==> src/rtl/memory_game_pkg.sv <==
// Shared types and defaults for the memory-card turn sequencer.
//   state_t         : turn sequencer states
//   NUM_CARDS_DEF   : default board size
//   SHOW_CYCLES_DEF : default face-up time for a mismatched pair
//   timer_width()   : counter width able to hold SHOW_CYCLES-1 (never below 1)
package memory_game_pkg;

    typedef enum logic [2:0] {
        IDLE    = 3'd0,
        FIRST   = 3'd1,
        SECOND  = 3'd2,
        COMPARE = 3'd3,
        SHOW    = 3'd4,
        DONE    = 3'd5
    } state_t;

    localparam int NUM_CARDS_DEF   = 16;
    localparam int SHOW_CYCLES_DEF = 50_000_000;

    function automatic int timer_width(input int cycles);
        return (cycles > 1) ? $clog2(cycles) : 1;
    endfunction

endpackage

==> src/rtl/show_timer.sv <==
// Loadable down-counter that holds a mismatched pair face-up.
//   clk, rst_n : clock, asynchronous active-low reset
//   load_i     : load val_i (has priority over en_i)
//   val_i      : value to load
//   en_i       : count down by one; the counter stops at zero
//   zero_o     : counter is zero
module show_timer #(
    parameter int W = 1
) (
    input  logic         clk,
    input  logic         rst_n,
    input  logic         load_i,
    input  logic [W-1:0] val_i,
    input  logic         en_i,
    output logic         zero_o
);

    logic [W-1:0] count_q;

    // Count register: load wins, otherwise decrement until zero.
    always_ff @(posedge clk or negedge rst_n) begin
        if (!rst_n) begin
            count_q <= '0;
        end else if (load_i) begin
            count_q <= val_i;
        end else if (en_i && (count_q != '0)) begin
            count_q <= count_q - W'(1);
        end
    end

    assign zero_o = (count_q == '0);

endmodule

==> src/rtl/memory_game_ctrl.sv <==
// Turn sequencer for the memory-card game: accepts two selections per turn,
// compares their pair IDs, retires matches and turns mismatches back down
// after SHOW_CYCLES cycles.
//   clk, rst_n            : clock, asynchronous active-low reset
//   start                 : clear the board and begin a game (from any state)
//   map_we/addr/pair      : card-to-pair map write, honoured only in IDLE
//   sel_valid, sel_pos    : selection request; sel_ready says it was taken
//   flipped/matched_mask  : face-up cards / retired cards
//   unselect_all          : pulse when a mismatched pair is turned down
//   match_pulse           : pulse when a pair is retired
//   pairs_left, move_count: progress counters; game_over in DONE
module memory_game_ctrl
    import memory_game_pkg::*;
#(
    parameter int NUM_CARDS   = NUM_CARDS_DEF,
    parameter int POS_W       = $clog2(NUM_CARDS),
    parameter int PAIR_W      = $clog2(NUM_CARDS / 2),
    parameter int SHOW_CYCLES = SHOW_CYCLES_DEF
) (
    input  logic                 clk,
    input  logic                 rst_n,
    input  logic                 start,
    input  logic                 map_we,
    input  logic [POS_W-1:0]     map_addr,
    input  logic [PAIR_W-1:0]    map_pair,
    input  logic                 sel_valid,
    input  logic [POS_W-1:0]     sel_pos,
    output logic                 sel_ready,
    output logic [NUM_CARDS-1:0] flipped_mask,
    output logic [NUM_CARDS-1:0] matched_mask,
    output logic                 unselect_all,
    output logic                 match_pulse,
    output logic [PAIR_W:0]      pairs_left,
    output logic [15:0]          move_count,
    output logic                 game_over
);

    localparam int               TMR_W      = timer_width(SHOW_CYCLES);
    localparam logic [PAIR_W:0]  PAIRS_INIT = (PAIR_W+1)'(NUM_CARDS / 2);
    localparam logic [PAIR_W:0]  ONE_PAIR   = (PAIR_W+1)'(1);
    localparam logic [POS_W:0]   POS_LIMIT  = (POS_W+1)'(NUM_CARDS);
    localparam logic [TMR_W-1:0] SHOW_LOAD  = TMR_W'(SHOW_CYCLES - 1);

    state_t               state_q, state_d;
    logic [NUM_CARDS-1:0] flipped_q, flipped_d;
    logic [NUM_CARDS-1:0] matched_q, matched_d;
    logic [POS_W-1:0]     pos_a_q, pos_a_d;
    logic [POS_W-1:0]     pos_b_q, pos_b_d;
    logic [PAIR_W:0]      pairs_q, pairs_d;
    logic [15:0]          moves_q, moves_d;
    logic                 match_q, match_d;
    logic                 unsel_q, unsel_d;
    logic                 over_q;

    logic [PAIR_W-1:0]    map_q [NUM_CARDS];

    logic                 accept_s;
    logic                 pair_eq_s;
    logic                 tmr_load_s;
    logic [TMR_W-1:0]     tmr_val_s;
    logic                 tmr_en_s;
    logic                 tmr_zero_s;

    // Selection is accepted only while waiting for a card that is on the board and face-down.
    assign sel_ready = ((state_q == FIRST) || (state_q == SECOND))
                     && ({1'b0, sel_pos} < POS_LIMIT)
                     && !flipped_q[sel_pos];
    assign accept_s  = sel_valid && sel_ready;
    assign pair_eq_s = (map_q[pos_a_q] == map_q[pos_b_q]);

    show_timer #(.W(TMR_W)) u_show_timer (
        .clk    (clk),
        .rst_n  (rst_n),
        .load_i (tmr_load_s),
        .val_i  (tmr_val_s),
        .en_i   (tmr_en_s),
        .zero_o (tmr_zero_s)
    );

    // Card-to-pair map; writable only while idle, start takes precedence.
    always_ff @(posedge clk) begin
        if ((state_q == IDLE) && map_we && !start && ({1'b0, map_addr} < POS_LIMIT)) begin
            map_q[map_addr] <= map_pair;
        end
    end

    // Next-state and next-output logic; start overrides every other event.
    always_comb begin
        state_d    = state_q;
        flipped_d  = flipped_q;
        matched_d  = matched_q;
        pos_a_d    = pos_a_q;
        pos_b_d    = pos_b_q;
        pairs_d    = pairs_q;
        moves_d    = moves_q;
        match_d    = 1'b0;
        unsel_d    = 1'b0;
        tmr_load_s = 1'b0;
        tmr_val_s  = '0;
        tmr_en_s   = 1'b0;
        if (start) begin
            state_d    = FIRST;
            flipped_d  = '0;
            matched_d  = '0;
            pairs_d    = PAIRS_INIT;
            moves_d    = 16'd0;
            tmr_load_s = 1'b1;
        end else begin
            case (state_q)
                IDLE: begin
                    state_d = IDLE;
                end
                FIRST: begin
                    if (accept_s) begin
                        flipped_d[sel_pos] = 1'b1;
                        pos_a_d            = sel_pos;
                        state_d            = SECOND;
                    end else begin
                        state_d = FIRST;
                    end
                end
                SECOND: begin
                    if (accept_s) begin
                        flipped_d[sel_pos] = 1'b1;
                        pos_b_d            = sel_pos;
                        state_d            = COMPARE;
                    end else begin
                        state_d = SECOND;
                    end
                end
                COMPARE: begin
                    moves_d = (moves_q == 16'hFFFF) ? moves_q : moves_q + 16'd1;
                    if (pair_eq_s) begin
                        matched_d[pos_a_q] = 1'b1;
                        matched_d[pos_b_q] = 1'b1;
                        match_d            = 1'b1;
                        pairs_d            = pairs_q - ONE_PAIR;
                        state_d            = (pairs_q == ONE_PAIR) ? DONE : FIRST;
                    end else begin
                        tmr_load_s = 1'b1;
                        tmr_val_s  = SHOW_LOAD;
                        state_d    = SHOW;
                    end
                end
                SHOW: begin
                    if (tmr_zero_s) begin
                        flipped_d[pos_a_q] = 1'b0;
                        flipped_d[pos_b_q] = 1'b0;
                        unsel_d            = 1'b1;
                        state_d            = FIRST;
                    end else begin
                        tmr_en_s = 1'b1;
                        state_d  = SHOW;
                    end
                end
                DONE: begin
                    state_d = DONE;
                end
                default: begin
                    state_d = IDLE;
                end
            endcase
        end
    end

    // Sequencer state and registered outputs.
    always_ff @(posedge clk or negedge rst_n) begin
        if (!rst_n) begin
            state_q   <= IDLE;
            flipped_q <= '0;
            matched_q <= '0;
            pos_a_q   <= '0;
            pos_b_q   <= '0;
            pairs_q   <= PAIRS_INIT;
            moves_q   <= 16'd0;
            match_q   <= 1'b0;
            unsel_q   <= 1'b0;
            over_q    <= 1'b0;
        end else begin
            state_q   <= state_d;
            flipped_q <= flipped_d;
            matched_q <= matched_d;
            pos_a_q   <= pos_a_d;
            pos_b_q   <= pos_b_d;
            pairs_q   <= pairs_d;
            moves_q   <= moves_d;
            match_q   <= match_d;
            unsel_q   <= unsel_d;
            over_q    <= (state_d == DONE);
        end
    end

    assign flipped_mask = flipped_q;
    assign matched_mask = matched_q;
    assign pairs_left   = pairs_q;
    assign move_count   = moves_q;
    assign match_pulse  = match_q;
    assign unselect_all = unsel_q;
    assign game_over    = over_q;

endmodule
==> config.mk <==
export PLATFORM = sky130hd
export DESIGN_NAME = memory_game_ctrl
export DESIGN_NICKNAME = d
export VERILOG_FILES = /design/src/rtl/memory_game_pkg.sv /design/src/rtl/show_timer.sv /design/src/rtl/memory_game_ctrl.sv
export SDC_FILE = /design/constraint.sdc
export NUM_CORES = 1
export LEC_CHECK = 0
export ABC_AREA = 1
export CORE_UTILIZATION = 63
export CTS_BUF_LIST = sky130_fd_sc_hd__clkbuf_16
export DETAILED_ROUTE_END_ITERATION = 16
export GPL_ROUTABILITY_DRIVEN = 0
export GPL_TIMING_DRIVEN = 0
export MAX_ROUTING_LAYER = met4
export PLACE_DENSITY_LB_ADDON = 0.3
export SYNTH_ARGS = -nofsm -noshare
export SYNTH_HDL_FRONTEND = slang
export SYNTH_SLANG_ARGS = --single-unit
==> constraint.sdc <==
create_clock -name clk -period 5.8 [get_ports clk]
set_input_delay 1.16 -clock clk [delete_from_list [all_inputs] [get_ports clk]]
set_output_delay 1.16 -clock clk [all_outputs]
set_load 0.02 [all_outputs]
Yosys cells after proc, flatten, opt, wreduce, memory -nomap -nowiden:

Memories as Yosys holds them, arrays and structs flattened.
Index checks and enable logic that the tools add are counted.

* memories: 1
* bits in writable memories: 48
* input port bits: 16
* output and inout port bits: 56
* register bits: 92

* bitwise operators: 8
* eq/ne operators: 12
* multiplexer cells: 47
* $lt $le $gt $ge: 6
* add/sub/neg operators: 3
* reduce and logical (&&, ||, !) cells: 24

Memory list
* map_q: depth 16, bits a word 3, rd ports 2, clocked after memory_dff 0, wr ports 1, RTL line memory_game_ctrl.sv:55 `logic [PAIR_W-1:0] map_q [NUM_CARDS];`

Operator list (number)
* 16-bit two-way mux: 9
* 26-bit two-way mux: 5
* 16-bit bitwise OR: 3
* 16-bit bitwise AND: 2
* 16-bit inverter: 2
* 16-bit one-hot mux with 2 select lines: 1
* 26-bit zero test: 1
* 26-bit nonzero test: 1
* 26-bit by 1-bit subtractor with 26-bit output, second input constant: 1
* 1-bit two-way mux: 19
* 16-bit by 1-bit adder with 16-bit output, second input constant: 1
* 16-bit == test, second input constant: 1
* 4-bit by 5-bit less-than comparator with 1-bit output, second input constant: 3
* 3-bit one-hot mux with 5 select lines: 1
* 1-bit demux with 4-bit select: 3
* 4-bit by 1-bit greater-or-equal comparator with 1-bit output, second input constant: 3
* 3-bit two-way mux: 4
* 4-bit two-way mux: 3
* 3-bit == test, second input constant: 3
* 3-bit AND reduction: 3
* 1-bit logical AND: 8
* 3-bit by 2-bit == test with 1-bit output, second input constant: 2
* 2-bit nonzero test: 3
* 1-bit binary-select mux with 4-bit select: 1
* 15 further kinds: 17

Logic depth before layout (Yosys ltp):

Gate-level depths: netlist of the first run.

* word-level depth: 10
* mapped depth: 20

Modules after synthesis:

A second synthesis of the first run with hierarchy kept.

* cells, all modules: 1230
* area total of the unflattened synthesis: 8719.6 um2

By module, submodules not included
* memory_game_ctrl: cells each 898, area each 6640.1 um2, seq. area each 3094.2 um2, times used 1
* show_timer: cells each 332, area each 2079.5 um2, seq. area each 650.6 um2, times used 1

Least setup slack after synthesis of the first run:

No wires, ideal clock.

* kind: input-to-output
* from: input sel_pos[1]
* to: output sel_ready
* stages: 7
* arrival: 2.109 ns
* setup slack: 2.531 ns
* path buffers: 0
* required time: 4.640 ns
* path through: inv_1 nor2_1 nand2_1 nand4_1 nand2_1 o21ai_0 nor3_1

* word-level cells in the longest chain between the ends: 4

Ends and longest elaborated chain
* start, declared: RTL line memory_game_ctrl.sv:27 `input logic [POS_W-1:0] sel_pos,`
* 1-bit binary-select mux with 4-bit select: RTL line memory_game_ctrl.sv:67 `&& !flipped_q[sel_pos];`
* 1-bit two-way mux (implied by the code): RTL line memory_game_ctrl.sv:67
* 1-bit zero test: RTL line memory_game_ctrl.sv:67
* 1-bit logical AND: RTL line memory_game_ctrl.sv:67
* end, declared: RTL line memory_game_ctrl.sv:28 `output logic sel_ready,`

Every way passes these cells. The select of a mux whose other input is x is not followed.

Worst setup path in the final report of the first run:

Ends and elaborated chain as after synthesis.

==> results of run 1 <==
Yosys cell counts (all sizes together):
library cell	count	area, um2
buf	27	172.7
xor2	12	105.1
inv	112	420.4
nor4b	1	8.760
o21ai	63	315.3
a21oi	36	180.2
clkbuf	10	37.54
or2	4	25.02
nor2	110	425.4
o41ai	1	8.760
dfrtp	91	2277
nand2	434	1639
edfxtp	48	1441
dfstp	1	26.28
a31o	1	8.760
a31oi	4	25.02
nand4	31	193.9
o31ai	3	22.52
o2bb2ai	1	8.760
o22ai	7	43.79
xnor2	5	43.79
nor4	4	25.02
ha	5	62.56
o21a	3	22.52
a22o	2	17.52
a211o	1	8.760
nand3b	2	15.01
nand3	44	237.7
nor3	17	106.4
and2	1	6.260
a22oi	6	45.04
o221a	1	11.26
state kept, by name (all words and copies together), names as in the netlist, 3 cells and up:
register / cells
flipped_mask: 16
map_q: 48
matched_mask: 16
move_count: 16
pairs_left: 4
pos_a_q: 4
pos_b_q: 4
state_q: 3
u_show_timer.count_q: 26
worst register-to-register path, stage by stage (launching register included):
cell and delay (ns):
dfrtp_1 0.43, buf_2 0.21, nor2_1 0.38, nand2_1 0.10, nand3_1 0.12, nand2_1 0.06, nand2_1 0.09, inv_1 0.04
nand2_1 0.05, nand2_1 0.06, nand2_2 0.09, nand3_4 0.11, nor2_4 0.20, nand2_1 0.18, o21ai_0 0.28
worst max path at each step:
stage / from / end / cells past startpoint
after floorplan: sel_pos[1] / sel_ready / 7
after global placement: rst_n / u_show_timer.count_q[10] / 1
after detailed placement: sel_pos[0] / sel_ready / 9
after CTS: sel_pos[0] / sel_ready / 9
after global routing: sel_pos[1] / sel_ready / 9
final: sel_pos[1] / sel_ready / 8
metal layers:
layer | vias to the layer above | global-route usage [%] | routed length (um)
li1 | 3694 | - | -
met1 | 3548 | 45.22 | 8694
met2 | 463 | 55.31 | 10020
met3 | 80 | 5.982 | 1909
met4 | 0 | 17.06 | 709
met5 | - | - | 0
metrics by stage:
step | cells | area [um2]
5_1_grt | 1359 | 9473
4_1_cts | 1359 | 9473
3_3_place_gp | 1326 | 8899
2_1_floorplan | 1088 | 7988
3_5_place_dp | 1327 | 8924
6_report | 1359 | 9473
final cells by class:
class	instances	area, um2	area share (%)
Clock inverter	15	123.9	1.308
Buffer	37	210.2	2.219
Tap cell	168	210.2	2.219
Clock buffer	17	425.4	4.491
Timing Repair Buffer	71	725.7	7.661
Inverter	112	420.4	4.438
Multi-Input combinational cell	799	3612	38.13
Sequential cell	140	3745	39.53
cells by family (layout without fill, tap and decap cells):
group | count (synthesis) | in the layout | share of synthesized area (%)
compound gates | 129 | 129 | 8.991
simple gates | 648 | 648 | 33.58
buf+inv | 149 | 252 | 7.895
flops | 140 | 140 | 46.88
xor+xnor | 17 | 17 | 1.864
fa+ha+maj | 5 | 5 | 0.7832
power by group through the flow:
stage | sequential (W) | combinational (W) | clock, W
6_report | 0.00134 | 0.00164 | 0.00101
5_1_grt | 0.00135 | 0.00183 | 0.00106
4_1_cts | 0.00133 | 0.00161 | 0.00102
3_5_place_dp | 0.00135 | 0.00158 | 0
3_3_place_gp | 0.00134 | 0.00154 | 0
2_1_floorplan | 0.00137 | 0.00107 | 0
==> out/metrics.yaml, run 1 <==
layout_commonest_cell: "nand2_1"
whs_ns: 0.5100
crit_buf_inv: 3
finalHoldViolations: 0
intPower_w: 0.002332
antenna_found_initial: 0
timing.final.crit_share_pct: 77.56
r2r-start: "pos_b_q[0]"
synthesis.area_mm2: 0.007988
synth_cells: 1088
grt_max_degree: 72
rows: 40
track_usage_pct: 35.44
cts_hold_buf: 0
powerDensity_mw_per_mm2: 421.1
vias_per_cell: 5.728
swShare_pct: 41.55
drive_above_1_share_pct: 6.801
ys_seq_area_share_pct: 46.88
clock_latency_ns: 0.43
crit_fanout: 8
yosys_warnings: 0
fp.coreArea_mm2: 0.01216
required_ns: 4.64
setup-violations-final: 0
route.vias.total: 7785
cpMostUsedCell: "clkdlybuf4s50_1"
r2r_cells: 14
area_delta_synth_final_pct: 18.59
cts_sinks: 140
hold_path_class: "flip-flop to flip-flop"
nets: 1199
wl_per_cell_um: 15.70
drt_wl_total_um: 21330
die_width_um: 114.6
status: "finished clean"
p_seq_share_pct: 33.5
maxCapViolations: 0
ys_ff_latch: 140
grt_pass1_wl_um: 34780
power.total_w: 0.003989
clk_path_buf_depth: 2
start_kind: "input port"
synth_area_per_cell_um2: 7.342
hold_path_depth: 2
final_core_util_pct: 77.89
antenna_cells: 0
combPwrFrac_pct: 41.1
grt-ovfl-total: 0
io_buffers: 70
dieArea_mm2: 0.01313
cts_resized: 0
cts_setup_buffers: 0
rrSetupSlack_ns: 3.29
fill_cells: 851
root_buffer: "clkbuf_16"
grt_pass1_vias: 7290
final_cell_mix: "nand2_1, inv_1, nor2_1, dfrtp_1, clkdlybuf4s50_1"
io_pins: 72
p_leak_nw: 4.500
drt-initial-drc-count: 975
drc: 0
fmax_ghz: 0.2223
postRouteAntennaNets: 0
r2r-end: "matched_mask[13]"
finClkSkew_ns: 0.01224
critical_path_class: "input port to output pin"
syn-num-nets: 1109
path_delay_family: "buffers and inverters"
critPathMaxStageDelay_ns: 0.55
whs_endpoint: "pairs_left[3]"
worstHoldStart: "pairs_left[3]"
dpl.hpwl_um: 15310
vdd.ir_drop.worst_v: 0.0002589
cts_tree: "built"
rsz0062_at_grt: "false"
h-tree-depth: 4
cts_buffers: 17
chipHeight_um: 114.6
crit_chain: "clkdlybuf4s50_1 > inv_1 > nor2_1 > nand2_1 > nand4_1 > and2_1 > nor3_1 > clkdlybuf4s50_1"
cp.arrival_ns: 3.34
setup_tns_ns: 0
slew_viol_final: 0
clkPwrFrac_pct: 25.4
clk_pin_slew_ns: 0.06
layout_min_cycle_time_ns: 4.498
crit_path_end_kind: "output pin"
worst_slew_pin_slew_ns: 0.9149
critPathSlowestCell: "clkdlybuf4s50_1"
drtPass1Iterations: 8
start_util_pct: 65.68
netSwitchingPower_w: 0.001658
ys_types: 43
place_ws_ns: 1.377
slew_headroom_pct: 38.44
fin_ws_ns: 1.302
No activity file was read; power rests on OpenSTA's default activity.
==> run 2, diff against run 1 <==
- CORE_UTILIZATION: 63 -> 58
- clock period: 5.8 -> 4.5 ns (I/O delays scaled with it)
==> run 2 against run 1 <==
Clock skew is 0.0024 ns lower. Final cell count rose by 0.59%. Worst setup slack got worse by 0.88 ns. Global-route usage is 2.0 points lower. Sequential cell count is the same. Critical endpoint unchanged.
==> out/metrics.yaml, run 2 (synthesis gave the netlist of run 1 again) <==
nets: 1199
postRouteAntennaNets: 0
rows: 42
antenna_found_initial: 0
required_ns: 3.60
clk_pin_slew_ns: 0.06
timing.final.crit_share_pct: 90.66
slew_viol_final: 0
chipHeight_um: 119.4
cts_tree: "built"
worst_slew_pin_slew_ns: 1.081
fp.coreArea_mm2: 0.01335
fin_ws_ns: 0.4201
clkPwrFrac_pct: 26.7
root_buffer: "clkbuf_16"
drt_wl_total_um: 21730
cts_buffers: 17
finalHoldViolations: 0
intPower_w: 0.003108
setup-violations-final: 0
dieArea_mm2: 0.01425
vias_per_cell: 5.661
largest_register_ffs: 48
crit_fanout: 8
status: "finished clean"
p_leak_nw: 4.528
slew_headroom_pct: 27.25
cts_resized: 0
powerDensity_mw_per_mm2: 550.0
io_pins: 72
cts_setup_buffers: 0
cts_hold_buf: 0
h-tree-depth: 4
clock_latency_ns: 0.45
dpl.cell_count: 1335
layout_min_cycle_time_ns: 4.080
vdd.ir_drop.worst_v: 0.0003491
crit_chain: "clkdlybuf4s50_1 > inv_1 > nor2_1 > nand2_1 > nand4_1 > nand2_1 > o21ai_0 > nor3_1 > clkdlybuf4s50_1"
fin_cells: 1367
wl_per_cell_um: 15.89
drtPass1Iterations: 5
cp.arrival_ns: 3.18
combPwrFrac_pct: 40.4
io_buffers: 70
drt-initial-drc-count: 695
cts_sinks: 140
fill_cells: 1062
swShare_pct: 40.62
final_cell_mix: "nand2_1, inv_1, nor2_1, dfrtp_1, clkdlybuf4s50_1"
p_seq_share_pct: 32.9
final_core_util_pct: 71.30
area_delta_synth_final_pct: 19.14
drive_above_1_share_pct: 6.717
track_usage_pct: 33.41
rsz0062_at_grt: "false"
grt_pass1_wl_um: 35640
grt_pass1_vias: 7375
critPathSlowestCell: "clkdlybuf4s50_1"
drc: 0
setup_tns_ns: 0
fin_area_mm2: 0.009517
crit_path_end_kind: "output pin"
start_kind: "input port"
critPathMaxStageDelay_ns: 0.57
antenna_cells: 0
clk_path_buf_depth: 2
die_width_um: 119.4
fmax_ghz: 0.2451
grt_max_degree: 53
route.vias.total: 7739
regMostFlops: "map_q"
maxCapViolations: 0
dpl.hpwl_um: 15410
netSwitchingPower_w: 0.002126
grt-ovfl-total: 0
reg.largest.list: "map_q: 48 flops, u_show_timer.count_q: 26 flops"
hold_path_class: "input port to asynchronous set/reset pin"
place_area_mm2: 0.008934
start_util_pct: 59.84
finClkSkew_ns: 0.009872
place_ws_ns: 0.4401
critical_path_class: "input port to output pin"
layout_commonest_cell: "nand2_1"
[run 2: cell count changes in the layout (fill, tap and decap cells not counted)]
cell,before,now
clkinvlp_4,5,2
clkinv_2,2,4
clkinv_4,1,2
inv_6,3,0
bufinv_16,1,3
clkinv_1,1,2
[run 2: power groups by stage]
stage	sequential, W	clock, W	combinational, W
finish	0.00172	0.00140	0.00212
global route	0.00175	0.00146	0.00235
CTS	0.00171	0.00140	0.00208
detailed placement	0.00173	0	0.00206
global placement	0.00172	0	0.00202
floorplan	0.00177	0	0.00138
[run 2: layout make-up]
| cell class | count | area [um2] | share of cell area [%] |
|---|---|---|---|
| Buffer | 37 | 210.2 | 2.209 |
| Multi-Input combinational cell | 799 | 3612 | 37.96 |
| Inverter | 112 | 420.4 | 4.418 |
| Clock buffer | 17 | 425.4 | 4.470 |
| Timing Repair Buffer | 71 | 725.7 | 7.626 |
| Tap cell | 176 | 220.2 | 2.314 |
| Sequential cell | 140 | 3745 | 39.35 |
| Clock inverter | 15 | 157.7 | 1.657 |
[run 2: worst max-delay path, delay by kind of cell]
kind,cells,cell delay (ns)
compound gates,1,0.11
buf+inv,3,1.24
simple gates,5,0.91
[run 2: final timing paths]
path,cells past startpoint,startpoint,endpoint,slack (ns)
worst max-delay path,9,sel_pos[1],sel_ready,0.42
worst min-delay path,1,rst_n,matched_mask[9],0.45
worst max register to register,3,state_q[2],map_q[11][1],2.02
worst min register to register,2,matched_mask[6],matched_mask[6],0.49
max in group asynchronous,2,rst_n,pairs_left[3],3.38
min in group clk,2,matched_mask[6],matched_mask[6],0.49
[run 2: per-layer routing]
layer	vias to the layer above	share of wire (%)	routed length, um	track usage (%)
met5	-	0	0	-
met4	0	4.2	905	18.28
met3	91	7.8	1693	6.226
met2	430	47	10270	52.98
met1	3529	41	8857	40.48
li1	3689	-	-	-
[run 2: stage by stage]
stage	total power [W]	hold WS, ns
after floorplan	0.003149	0.4959
after global placement	0.003742	0.4688
after detailed placement	0.003788	0.4799
after CTS	0.005187	0.4648
after global routing	0.005559	0.4925
final	0.005234	0.4468
==> run 3, diff against run 2 <==
- CTS_BUF_LIST: sky130_fd_sc_hd__clkbuf_16 -> unset
==> run 3 against run 2 <==
Highest routed layer unchanged. Critical endpoint unchanged. Global-route usage is the same. Non-clock buffer count unchanged. Largest power group unchanged. Die area unchanged. Worst setup slack hardly changed.
==> out/metrics.yaml, run 3 (synthesis gave the netlist of run 1 again) <==
status: "finished clean"
p_seq_share_pct: 32.9
drt-initial-drc-count: 700
io_buffers: 70
combPwrFrac_pct: 40.4
grt_pass1_wl_um: 35640
chipHeight_um: 119.4
rsz0062_at_grt: "false"
nets: 1199
h-tree-depth: 4
antenna_cells: 0
postRouteAntennaNets: 0
cts_hold_buf: 0
fin_cells: 1367
drive_above_1_share_pct: 6.717
die_width_um: 119.4
setup-violations-final: 0
antenna_found_initial: 0
required_ns: 3.60
crit_chain: "clkdlybuf4s50_1 > inv_1 > nor2_1 > nand2_1 > nand4_1 > nand2_1 > o21ai_0 > nor3_1 > clkdlybuf4s50_1"
cts_sinks: 140
layout_min_cycle_time_ns: 4.080
dpl.hpwl_um: 15410
dieArea_mm2: 0.01425
cts_tree: "built"
cts_setup_buffers: 0
netSwitchingPower_w: 0.002125
reg.largest.list: "map_q: 48 flops, u_show_timer.count_q: 26 flops"
worst_slew_pin_slew_ns: 1.081
cts_buffers: 17
finClkSkew_ns: 0.009889
slew_headroom_pct: 27.24
drtPass1Iterations: 6
fmax_ghz: 0.2451
p_leak_nw: 4.519
final_core_util_pct: 71.30
grt_max_degree: 53
wl_per_cell_um: 15.88
critPathMaxStageDelay_ns: 0.57
rows: 42
path_delay_family: "buffers and inverters"
place_area_mm2: 0.008934
critPathSlowestCell: "clkdlybuf4s50_1"
hold_path_class: "input port to asynchronous set/reset pin"
drc: 0
fin_area_mm2: 0.009517
swShare_pct: 40.57
final_cell_mix: "nand2_1, inv_1, nor2_1, dfrtp_1, clkdlybuf4s50_1"
vdd.ir_drop.worst_v: 0.0003491
fill_cells: 1062
clock_latency_ns: 0.45
fp.coreArea_mm2: 0.01335
clkPwrFrac_pct: 26.8
dpl.cell_count: 1335
place_ws_ns: 0.4401
slew_viol_final: 0
clk_path_buf_depth: 2
finalHoldViolations: 0
area_delta_synth_final_pct: 19.14
grt_pass1_vias: 7375
crit_buf_inv: 3
fin_ws_ns: 0.4199
maxCapViolations: 0
clk_pin_slew_ns: 0.06
route.vias.total: 7737
rrSetupSlack_ns: 2.02
crit_fanout: 8
vias_per_cell: 5.660
start_util_pct: 59.84
critical_path_class: "input port to output pin"
start_kind: "input port"
cp.arrival_ns: 3.18
timing.final.crit_share_pct: 90.67
powerDensity_mw_per_mm2: 550.3
root_buffer: "clkbuf_16"
intPower_w: 0.003112
io_pins: 72
drt_wl_total_um: 21710
regMostFlops: "map_q"
cts_resized: 0
largest_register_ffs: 48
setup_tns_ns: 0
crit_path_end_kind: "output pin"
track_usage_pct: 33.41
layout_commonest_cell: "nand2_1"
grt-ovfl-total: 0
run 3: cell types whose count changed in the layout (fill, tap and decap cells not counted):
cell	previous run	this run
inv_1	110	108
clkbuf_1	10	12
run 3: worst paths after layout:
| check | start | endpoint | cells after the start |
|---|---|---|---|
| setup / recovery | sel_pos[1] | sel_ready | 9 |
| max in group asynchronous | rst_n | pairs_left[3] | 2 |
| hold reg to reg | matched_mask[6] | matched_mask[6] | 2 |
| min in group clk | matched_mask[6] | matched_mask[6] | 2 |
| hold / removal | rst_n | matched_mask[9] | 1 |
| setup reg to reg | state_q[2] | map_q[11][1] | 3 |
run 3: worst register-to-register path: stages (launching register included):
cell and delay (ns):
dfrtp_1 0.46, nor4_1 0.95, nand3_1 0.38, nor2_1 0.37
run 3: power groups by stage:
stage | Clock, W | Sequential (W) | Combinational [W]
after global routing | 0.00146 | 0.00175 | 0.00235
final | 0.00140 | 0.00172 | 0.00211
after global placement | 0 | 0.00172 | 0.00202
after floorplan | 0 | 0.00177 | 0.00138
after CTS | 0.00140 | 0.00171 | 0.00208
after detailed placement | 0 | 0.00173 | 0.00206
run 3: per-layer routing:
metal  wire length [um]  share of wire (%)  vias to the layer above  GRT usage [%]
met2              10320                 48                      423          52.98
met1               8782                 40                     3534          40.48
met5                  0                  0                        -              -
li1                   -                  -                     3691              -
met3               1705                7.9                       89          6.226
met4                900                4.1                        0          18.28
run 3: per-stage QoR:
step / hold WS, ns / power [W]
4_1_cts: 0.4648 / 0.005192
3_3_place_gp: 0.4688 / 0.003742
6_report: 0.4459 / 0.005237
2_1_floorplan: 0.4959 / 0.003149
5_1_grt: 0.4925 / 0.005563
3_5_place_dp: 0.4799 / 0.003788
run 3: layout make-up:
class / count / area [um2] / area share [%]
repair buffers: 71 / 725.7 / 7.626
well taps: 176 / 220.2 / 2.314
clock buffers: 19 / 432.9 / 4.549
plain buffers: 37 / 210.2 / 2.209
clock inverters: 13 / 150.1 / 1.578
multi-input cells: 799 / 3612 / 37.96
flip-flops and latches: 140 / 3745 / 39.35
inverters: 112 / 420.4 / 4.418
